$ cat config.mk
export PLATFORM = sky130hd
export DESIGN_NAME = if_fetch_stage
export DESIGN_NICKNAME = d
export VERILOG_FILES = /design/src/rtl/if_fetch_stage_pkg.sv /design/src/rtl/fetch_skid_buf.sv /design/src/rtl/if_fetch_stage.sv
export SDC_FILE = /design/constraint.sdc
export NUM_CORES = 1
export LEC_CHECK = 0
export CAP_MARGIN = 0
export CORE_MARGIN = 1.5
export CORE_UTILIZATION = 40
export CTS_BUF_LIST = sky130_fd_sc_hd__clkbuf_4 sky130_fd_sc_hd__clkbuf_8 sky130_fd_sc_hd__clkbuf_16
export DETAILED_ROUTE_END_ITERATION = 10
export HOLD_SLACK_MARGIN = 0.05
export SLEW_MARGIN = 25
export SYNTH_ARGS = -nofsm -noshare
export SYNTH_HDL_FRONTEND = slang
export SYNTH_SLANG_ARGS = --single-unit
$ cat constraint.sdc
create_clock -name clk -period 4.9 [get_ports clk]
set_clock_uncertainty 0.2 [all_clocks]
set_input_delay 1.225 -clock clk [delete_from_list [all_inputs] [get_ports clk]]
set_output_delay 1.225 -clock clk [all_outputs]
set_load 0.01 [all_outputs]
$ cat src/rtl/if_fetch_stage_pkg.sv
// Shared definitions for the instruction-fetch front end.
//   DEF_ISIZE / DEF_DSIZE : default PC/address width and instruction width
//   DEF_NOP_INST          : instruction driven on empty or squashed IF/ID slots
//   fetch_mode_e          : per-edge action chosen by the fetch stage
//   sel_mode()            : priority decode redirect > stall > run
package if_fetch_stage_pkg;

  localparam int DEF_ISIZE = 32;
  localparam int DEF_DSIZE = 32;
  localparam logic [DEF_DSIZE-1:0] DEF_NOP_INST = 32'h0000_0000;

  typedef enum logic [1:0] {
    MODE_RUN      = 2'd0,
    MODE_STALL    = 2'd1,
    MODE_REDIRECT = 2'd2
  } fetch_mode_e;

  // Reset is handled separately, so only the non-reset actions are decoded.
  function automatic fetch_mode_e sel_mode(input logic redirect, input logic stall);
    fetch_mode_e m;
    if (redirect)   m = MODE_REDIRECT;
    else if (stall) m = MODE_STALL;
    else            m = MODE_RUN;
    return m;
  endfunction

endpackage

$ cat src/rtl/fetch_skid_buf.sv
// One-entry skid buffer for the fetch stage.
// Holds the instruction that was in flight from instruction memory when decode
// stalled, so it is not lost while the IF/ID register is frozen.
// Ports:
//   clk, rst           : clock, synchronous active-high reset
//   capture            : store cap_inst/cap_pc and mark the entry valid
//   drain              : entry has been consumed; mark it empty
//   flush              : discard the entry (wrong path)
//   cap_inst, cap_pc   : data to store on capture
//   valid, inst, pc    : current entry
module fetch_skid_buf
  import if_fetch_stage_pkg::*;
#(
  parameter int ISIZE = DEF_ISIZE,
  parameter int DSIZE = DEF_DSIZE
) (
  input  logic             clk,
  input  logic             rst,
  input  logic             capture,
  input  logic             drain,
  input  logic             flush,
  input  logic [DSIZE-1:0] cap_inst,
  input  logic [ISIZE-1:0] cap_pc,
  output logic             valid,
  output logic [DSIZE-1:0] inst,
  output logic [ISIZE-1:0] pc
);

  // Only the valid bit is reset; the payload is ignored while valid is low.
  always_ff @(posedge clk) begin
    if (rst || flush) begin
      valid <= 1'b0;
    end else if (capture) begin
      valid <= 1'b1;
    end else if (drain) begin
      valid <= 1'b0;
    end
  end

  always_ff @(posedge clk) begin
    if (capture) begin
      inst <= cap_inst;
      pc   <= cap_pc;
    end
  end

endmodule

$ cat src/rtl/if_fetch_stage.sv
// Instruction-fetch front end of the 5-stage pipeline.
// Owns the program counter, issues one word address per cycle to an
// instruction memory with 1-cycle read latency, and fills the IF/ID register.
// Decode stalls are absorbed by a one-entry skid buffer; redirects squash all
// wrong-path fetches.
// Ports:
//   clk, rst        : clock, synchronous active-high reset
//   stall           : decode cannot accept; IF/ID holds
//   redirect_valid  : taken branch/jump, fetch restarts at redirect_pc
//   redirect_pc     : redirect target (word address)
//   imem_addr       : instruction memory address (registered pc_q)
//   imem_rdata      : instruction memory data, valid 1 cycle after imem_addr
//   inst_IF_ID, pc_IF_ID, npc_IF_ID, valid_IF_ID : IF/ID register
module if_fetch_stage
  import if_fetch_stage_pkg::*;
#(
  parameter int               ISIZE    = DEF_ISIZE,
  parameter int               DSIZE    = DEF_DSIZE,
  parameter logic [ISIZE-1:0] RESET_PC = '0,
  parameter logic [DSIZE-1:0] NOP_INST = DEF_NOP_INST
) (
  input  logic             clk,
  input  logic             rst,
  input  logic             stall,
  input  logic             redirect_valid,
  input  logic [ISIZE-1:0] redirect_pc,
  output logic [ISIZE-1:0] imem_addr,
  input  logic [DSIZE-1:0] imem_rdata,
  output logic [DSIZE-1:0] inst_IF_ID,
  output logic [ISIZE-1:0] pc_IF_ID,
  output logic [ISIZE-1:0] npc_IF_ID,
  output logic             valid_IF_ID
);

  logic [ISIZE-1:0] pc_q;
  logic             req_v_q;
  logic [ISIZE-1:0] req_pc_q;

  logic             skid_v_q;
  logic [DSIZE-1:0] skid_inst_q;
  logic [ISIZE-1:0] skid_pc_q;

  fetch_mode_e      mode;
  logic             skid_capture;
  logic             skid_drain;
  logic             skid_flush;

  logic [DSIZE-1:0] load_inst;
  logic [ISIZE-1:0] load_pc;
  logic             load_v;

  assign imem_addr = pc_q;

  always_comb begin
    mode = sel_mode(redirect_valid, stall);
  end

  // The word in flight is captured only if a request was issued last cycle.
  assign skid_capture = (mode == MODE_STALL) && req_v_q;
  assign skid_drain   = (mode == MODE_RUN) && skid_v_q;
  assign skid_flush   = (mode == MODE_REDIRECT);

  fetch_skid_buf #(
    .ISIZE (ISIZE),
    .DSIZE (DSIZE)
  ) u_skid (
    .clk      (clk),
    .rst      (rst),
    .capture  (skid_capture),
    .drain    (skid_drain),
    .flush    (skid_flush),
    .cap_inst (imem_rdata),
    .cap_pc   (req_pc_q),
    .valid    (skid_v_q),
    .inst     (skid_inst_q),
    .pc       (skid_pc_q)
  );

  // The skid entry is older than anything in flight, so it goes first.
  always_comb begin
    load_inst = NOP_INST;
    load_pc   = req_pc_q;
    load_v    = req_v_q;
    if (skid_v_q) begin
      load_inst = skid_inst_q;
      load_pc   = skid_pc_q;
      load_v    = 1'b1;
    end else if (req_v_q) begin
      load_inst = imem_rdata;
    end
  end

  // Fetch / IF-ID register boundary
  always_ff @(posedge clk) begin
    if (rst) begin
      pc_q        <= RESET_PC;
      req_v_q     <= 1'b0;
      valid_IF_ID <= 1'b0;
      inst_IF_ID  <= NOP_INST;
      pc_IF_ID    <= '0;
      npc_IF_ID   <= '0;
    end else begin
      case (mode)
        MODE_REDIRECT: begin
          // Dropping req_v_q discards the wrong-path word arriving next cycle.
          pc_q        <= redirect_pc;
          req_v_q     <= 1'b0;
          valid_IF_ID <= 1'b0;
          inst_IF_ID  <= NOP_INST;
        end
        MODE_STALL: begin
          // Nothing is issued while stalled, so at most one word needs the skid.
          req_v_q <= 1'b0;
        end
        default: begin
          inst_IF_ID  <= load_inst;
          pc_IF_ID    <= load_pc;
          npc_IF_ID   <= load_pc + ISIZE'(1);
          valid_IF_ID <= load_v;
          req_v_q     <= 1'b1;
          req_pc_q    <= pc_q;
          pc_q        <= pc_q + ISIZE'(1);
        end
      endcase
    end
  end

  a_skid_req_exclusive : assert property (
    @(posedge clk) disable iff (rst) !(skid_v_q && req_v_q)
  );

endmodule

==> impl_results.md, run 1 <==
- VDD IR-drop max: roughly 0.24 mV
- Predominant post-synthesis flop cell: dfxtp_1
- Post-synth net total: 968
- Cell area after synthesis: 9530 um^2
- Largest net degree at the start of global routing: 79
- Detailed placement HPWL: 16700 um
- Highest achievable clock rate: a little under 0.3 GHz
- Period utilization: 0.701
- Grt peak-use layer: met2
- RePlAce Congestion: 0.797
- Clock tree sinks: between 200 and 250
- Critical Path End Type: register
- Hold bufs inserted after CTS: 0
- Slowest stage cell on the critical path: dfxtp_4
- Floorplan die area: roughly 25000 um^2
- WHS Path Cells: 2
- Synthesized instance count: roughly 900
- Insertion delay of the later-clocked pin in the worst-skew pair: ~0.53 ns
- Series of cell instances along the critical path: mux2_2 -> ha_1 -> nand4_1 -> a22oi_4 -> nand3_1 -> or4_1 -> a32o_1
- Initial antenna violation count: 0
- Cells resized by post-CTS repair: 0
- Yosys reg bits: roughly 230
- Most instantiated cells after synthesis: 131 x dfxtp_1, 96 x edfxtp_1, 95 x nand2_1
- # Post-CTS Setup Buffers: 0
- Global-route total usage across every layer: 0.195
- Fin crit period: between 3 and 4 ns
- Number of placed I/O pins: 197
- Number of iterations in the first detailed-routing pass: 5
- Die Height: ~160 um
- Startpoint type of the worst setup path: register
- Share of flip-flops with an asynchronous set or reset: 0
- CP Max Fanout: 78
- Critical path type: reg2reg
- Max Transition Viols Final: 0
- Vias in the first global route: about 7200
- Layout cell share with drive strength beyond 1: 0.0769
- Leading cell type by number of instances after synthesis: dfxtp_1
- Relative area change from synthesis to final layout: 32.3%
- Antenna Violating Nets Remaining: 0
- Clock tree from TritonCTS: yes
- Worst slew pin tran: approximately 0.90 ns
- Port buffer count: slightly below 200
- Final wirelength: about 24000 um
- Final Hold Viols: 0
- DRC errors left: 0
- First-pass GRT wire length: between 30000 and 40000 um
- Placement-stage cell area: roughly 12000 um^2
- Core box area: 23400 um^2
- Initial core utilization: 0.407
- Placement Rows: 56
- Routed wire per std cell: 17.3 um
- Final setup vio count: 0
- Setup repair after global routing missed its margin: no
- Rel. slew slack: 0.403
- Htree depth: 1
- EDFF count, synth: 96
- Global-route track usage on met2: 0.310
- Finished layout cell area: about 13000 um^2
- Total gr overflow: 0
- Yosys top cell area share: 0.303
- Pleak: roughly 4.2 nW
- Yosys cell types: 63
- Sequential-to-total area share from yosys stat: 0.578
- Outcome: complete, no violations
- Drt via density: 5.28
- Top cells by area in the synthesized netlist: edfxtp_1 30%, dfxtp_1 28%, nand2_1 3.7%
- Required time of the worst setup path: slightly above 5 ns
- Cell chosen for the clock root: clkbuf_16
- Syn. warnings: 0
- Net count, final: ~1100
- Number of max-cap violations: 0
- Number of cells traversed by the worst register-to-register path: 7
- Power density over the cells: roughly 350 nW/um^2
- Average size of a mapped cell: 10.6 um^2
- Die width: roughly 160 um
- Via count: 7458
- Worst hold path class: reg2reg
- Delay of the slowest critical-path stage: around 0.94 ns
- Met3 usage in global routing: 0.0396
- Clock Tree Buf Depth: 3
- Clock slew at reported path FFs: 0.06 ns
- Fin Setup TNS: 0 ns
- Crit path arrival time: 3.64 ns
- Met1 track demand over resource: 0.273
- Diode insertion count for antenna repair: 0
- Number of buffers created by CTS: 25
- Detailed router's first-iteration violation count: approximately 480
- Yosys top cell by area: edfxtp_1
==> where the power goes <==
| part | total, mW | internal (mW) | switching (mW) |
|---|---|---|---|
| clock network | 1.97 | 1.22 | 0.759 |
| logic | 0.360 | 0.188 | 0.173 |
| registers | 2.09 | 2.03 | 0.0598 |
| total | 4.43 | 3.44 | 0.991 |
==> worst max-delay path, delay by kind of cell (launching register included) <==
| family | cells | cell delay, ns |
|---|---|---|
| and+or+nand+nor | 3 | 0.96 |
| adders and majority gates | 1 | 0.24 |
| DFF | 1 | 0.94 |
| AOI/OAI and AO/OA | 2 | 0.62 |
| muxes | 1 | 0.33 |
==> stage by stage <==
step / util / setup slack [ns] / hold slack [ns] / cells / power, mW
finish: 0.539 / 1.46 / 0.250 / 1412 / 4.43
global route: 0.539 / 1.17 / 0.261 / 1412 / 4.59
CTS: 0.538 / 1.44 / 0.251 / 1411 / 4.48
detailed placement: 0.501 / 1.21 / 0.236 / 1365 / 2.50
global placement: 0.501 / 1.27 / 0.226 / 1365 / 2.49
floorplan: - / 0.895 / 0.218 / 898 / 2.28
==> final cells by class <==
type	count	area [um^2]
clock buffer	28	648
clock inverter	18	220
fill	2170	10800
inverter	15	56.3
multi-input combinational	594	3710
sequential	227	5510
tap	319	399
timing repair buffer	211	2070
==> per-layer routing <==
layer / wire [um] / share of wire
met4: 454 / 0.019
met2: 10700 / 0.44
met5: 0 / 0
met1: 11500 / 0.47
met3: 1770 / 0.073
==> cell families (layout without fill, tap and decap cells) <==
family | after synthesis | count (layout) | synth area share
AND/OR/NAND/NOR | 331 | 331 | 0.176
flip-flops | 227 | 227 | 0.578
AO/OA/AOI/OAI | 192 | 192 | 0.141
buffers and inverters | 77 | 272 | 0.0349
XOR/XNOR | 39 | 39 | 0.0359
multiplexers | 30 | 30 | 0.0324
adder cells (fa/ha/maj) | 2 | 2 | 0.00263
==> sequential cells by signal, summed over array words and instances, names as in the netlist <==
signal	flops
imem_addr	32
inst_IF_ID	32
npc_IF_ID	32
pc_IF_ID	32
req_pc_q	32
req_v_q	1
u_skid.inst	32
u_skid.pc	32
u_skid.valid	1
valid_IF_ID	1
==> placed cells by master (no fill, tap or decap), drive strengths merged, types with 4 or more instances in the layout <==
master	n
o21ai	43
and3	8
xnor2	27
nand4	21
nand2	95
nor2	87
o22ai	9
clkbuf	29
edfxtp	96
nand3	51
nor2b	4
o211a	4
a211oi	45
or4	7
clkdlybuf4s50	195
a311o	5
nand3b	11
nor3	12
xor2	12
clkinv	12
inv	14
nor4	14
dfxtp	131
buf	15
mux2	7
a21oi	19
bufinv	5
nand2b	4
nand4b	7
a22oi	41
mux2i	23
o211ai	4
==> final timing paths <==
check	startpoint	slack, ns	to
worst max-delay path	u_skid.valid	1.46	npc_IF_ID[30]
worst min-delay path	inst_IF_ID[28]	0.25	inst_IF_ID[28]
worst max register to register	u_skid.valid	1.46	npc_IF_ID[30]
worst min register to register	inst_IF_ID[28]	0.25	inst_IF_ID[28]
No activity file was read; power rests on OpenSTA's default activity.
==> run 2, diff against run 1 <==
==> constraint.sdc (replaced) <==
create_clock -name clk -period 3.2 [get_ports clk]
set_clock_uncertainty 0.2 [all_clocks]
set_input_delay 0.8 -clock clk [delete_from_list [all_inputs] [get_ports clk]]
set_output_delay 0.8 -clock clk [all_outputs]
set_load 0.01 [all_outputs]
==> impl_results.md, run 2 (same netlist as run 1, synthesis figures left out) <==
- Number of placed I/O pins: ~200
- Pleak: between 4 and 5 nW
- Die width: approximately 160 um
- Diode insertion count for antenna repair: 0
- Largest net degree at the start of global routing: 77
- Max Transition Viols Final: 0
- Placement Rows: 56
- Clock Tree Buf Depth: 3
- Hold bufs inserted after CTS: 0
- DRC errors left: 0
- Final setup vio count: 0
- Drt via density: roughly 5.3
- Number of cells traversed by the worst register-to-register path: 7
- Crit path arrival time: slightly below 3 ns
- Detailed router's first-iteration violation count: about 460
- Initial core utilization: 0.407
- Floorplan die area: 24800 um^2
- Grt peak-use layer: met2
- Placement-stage cell area: between 10000 and 15000 um^2
- Worst hold path class: reg2reg
- Power density over the cells: approximately 530 nW/um^2
- Total gr overflow: 0
- Crit path max-delay family: compound AO/OA/AOI/OAI gates
- Via count: 7531
- Die Height: between 150 and 200 um
- Cell chosen for the clock root: clkbuf_16
- Setup slack on the worst flop-to-flop path: 0.49 ns
- Outcome: complete, no violations
- Htree depth: 1
- Antenna Violating Nets Remaining: 0
- Net count, final: approximately 1200
- Clock tree from TritonCTS: yes
- # Post-CTS Setup Buffers: 0
- Highest achievable clock rate: ~0.37 GHz
- WHS Path Cells: 2
- RePlAce Congestion: roughly 0.81
- Global-route track usage on met2: 0.317
- Number of buffers created by CTS: 25
- Number of iterations in the first detailed-routing pass: 5
- Finished layout cell area: 12700 um^2
- Critical path depth in cells: 7
- Met1 track demand over resource: 0.283
- Final wirelength: 25000 um
- Critical path type: reg2reg
- Routed wire per std cell: roughly 18 um
- Fin crit period: between 2 and 3 ns
- Port buffer count: 196
- Cells resized by post-CTS repair: 0
- Startpoint type of the worst setup path: register
- Vias in the first global route: between 7000 and 8000
- Initial antenna violation count: 0
- Met3 usage in global routing: 0.0344
- Final Hold Viols: 0
- VDD IR-drop max: roughly 0.24 mV
- Detailed placement HPWL: 17200 um
- First-pass GRT wire length: between 30000 and 40000 um
- Fin Setup TNS: 0 ns
- Commonest non-fill, non-tap cells in the layout: 195 x clkdlybuf4s50_1, 130 x dfxtp_1, 96 x edfxtp_1, 94 x nand2_1, 86 x nor2_1
- Critical Path End Type: register
- Final core utilization: 0.544
- Slowest stage cell on the critical path: and4_1
- Buffer and inverter count on the worst path: 0
- Relative area change from synthesis to final layout: 33.6%
- Most common cell after layout, fill and taps aside: clkdlybuf4s50_1
- Required time of the worst setup path: between 3 and 4 ns
- Delay of the slowest critical-path stage: around 0.51 ns
- Setup repair after global routing missed its margin: no
- Global-route total usage across every layer: 0.200
- Insertion delay of the later-clocked pin in the worst-skew pair: between 0.5 and 0.6 ns
- Number of max-cap violations: 0
- Worst slew pin tran: 0.760 ns
- Series of cell instances along the critical path: mux2_2 -> ha_1 -> nand4b_1 -> a22oi_4 -> and4_1 -> a211oi_1 -> a311o_1
- Layout cell share with drive strength beyond 1: 0.0851
- Rel. slew slack: 0.494
- Clock tree sinks: roughly 230
- Pwr Total: about 6.7 mW
- Clock slew at reported path FFs: 0.06 ns
- CP Max Fanout: 18
- Period utilization: 0.848
- Core box area: around 23000 um^2
==> run 2: final cells by class <==
| cell class | instances | area (um^2) |
|---|---|---|
| clock buffer | 32 | 702 |
| inverter | 15 | 56.3 |
| clock inverter | 14 | 141 |
| sequential | 227 | 5510 |
| tap | 319 | 399 |
| multi-input combinational | 594 | 3700 |
| fill | 2150 | 10700 |
| timing repair buffer | 222 | 2210 |
==> run 2: metrics by stage <==
step	instances	setup WS, ns	hold slack [ns]
global placement	1377	0.296	0.232
finish	1423	0.488	0.250
global route	1423	0.332	0.270
CTS	1423	0.490	0.256
floorplan	898	0.0680	0.218
detailed placement	1377	0.277	0.242
==> run 2: path summary, 6_finish.rpt <==
check                                endpoint     startpoint
worst max-delay path            npc_IF_ID[24]   u_skid.valid
worst min-delay path            inst_IF_ID[5]  inst_IF_ID[5]
worst max register to register  npc_IF_ID[24]   u_skid.valid
worst min register to register  inst_IF_ID[5]  inst_IF_ID[5]
==> run 2: layer usage <==
layer  vias to the layer above  share of wire  routed length [um]
met1                      3546           0.48               11900
met3                        38          0.068                1700
met4                         0          0.018                 461
met2                       233           0.43               10900
li1                       3714              -                   -
met5                         -              0                   0
==> run 2: worst register-to-register path: cells and delay by family (launching register included) <==
kind                       cells  cell delay (ns)
DFF                            1             0.48
AOI/OAI and AO/OA              3             0.75
muxes                          1             0.24
adders and majority gates      1             0.24
and+or+nand+nor                2             0.69
==> run 2: report_power, final <==
part | switching [mW] | total, mW | leakage (nW) | internal (mW)
registers | 0.0880 | 3.20 | 1.96 | 3.11
clock network | 1.13 | 2.92 | 0.423 | 1.79
logic | 0.274 | 0.571 | 1.87 | 0.298
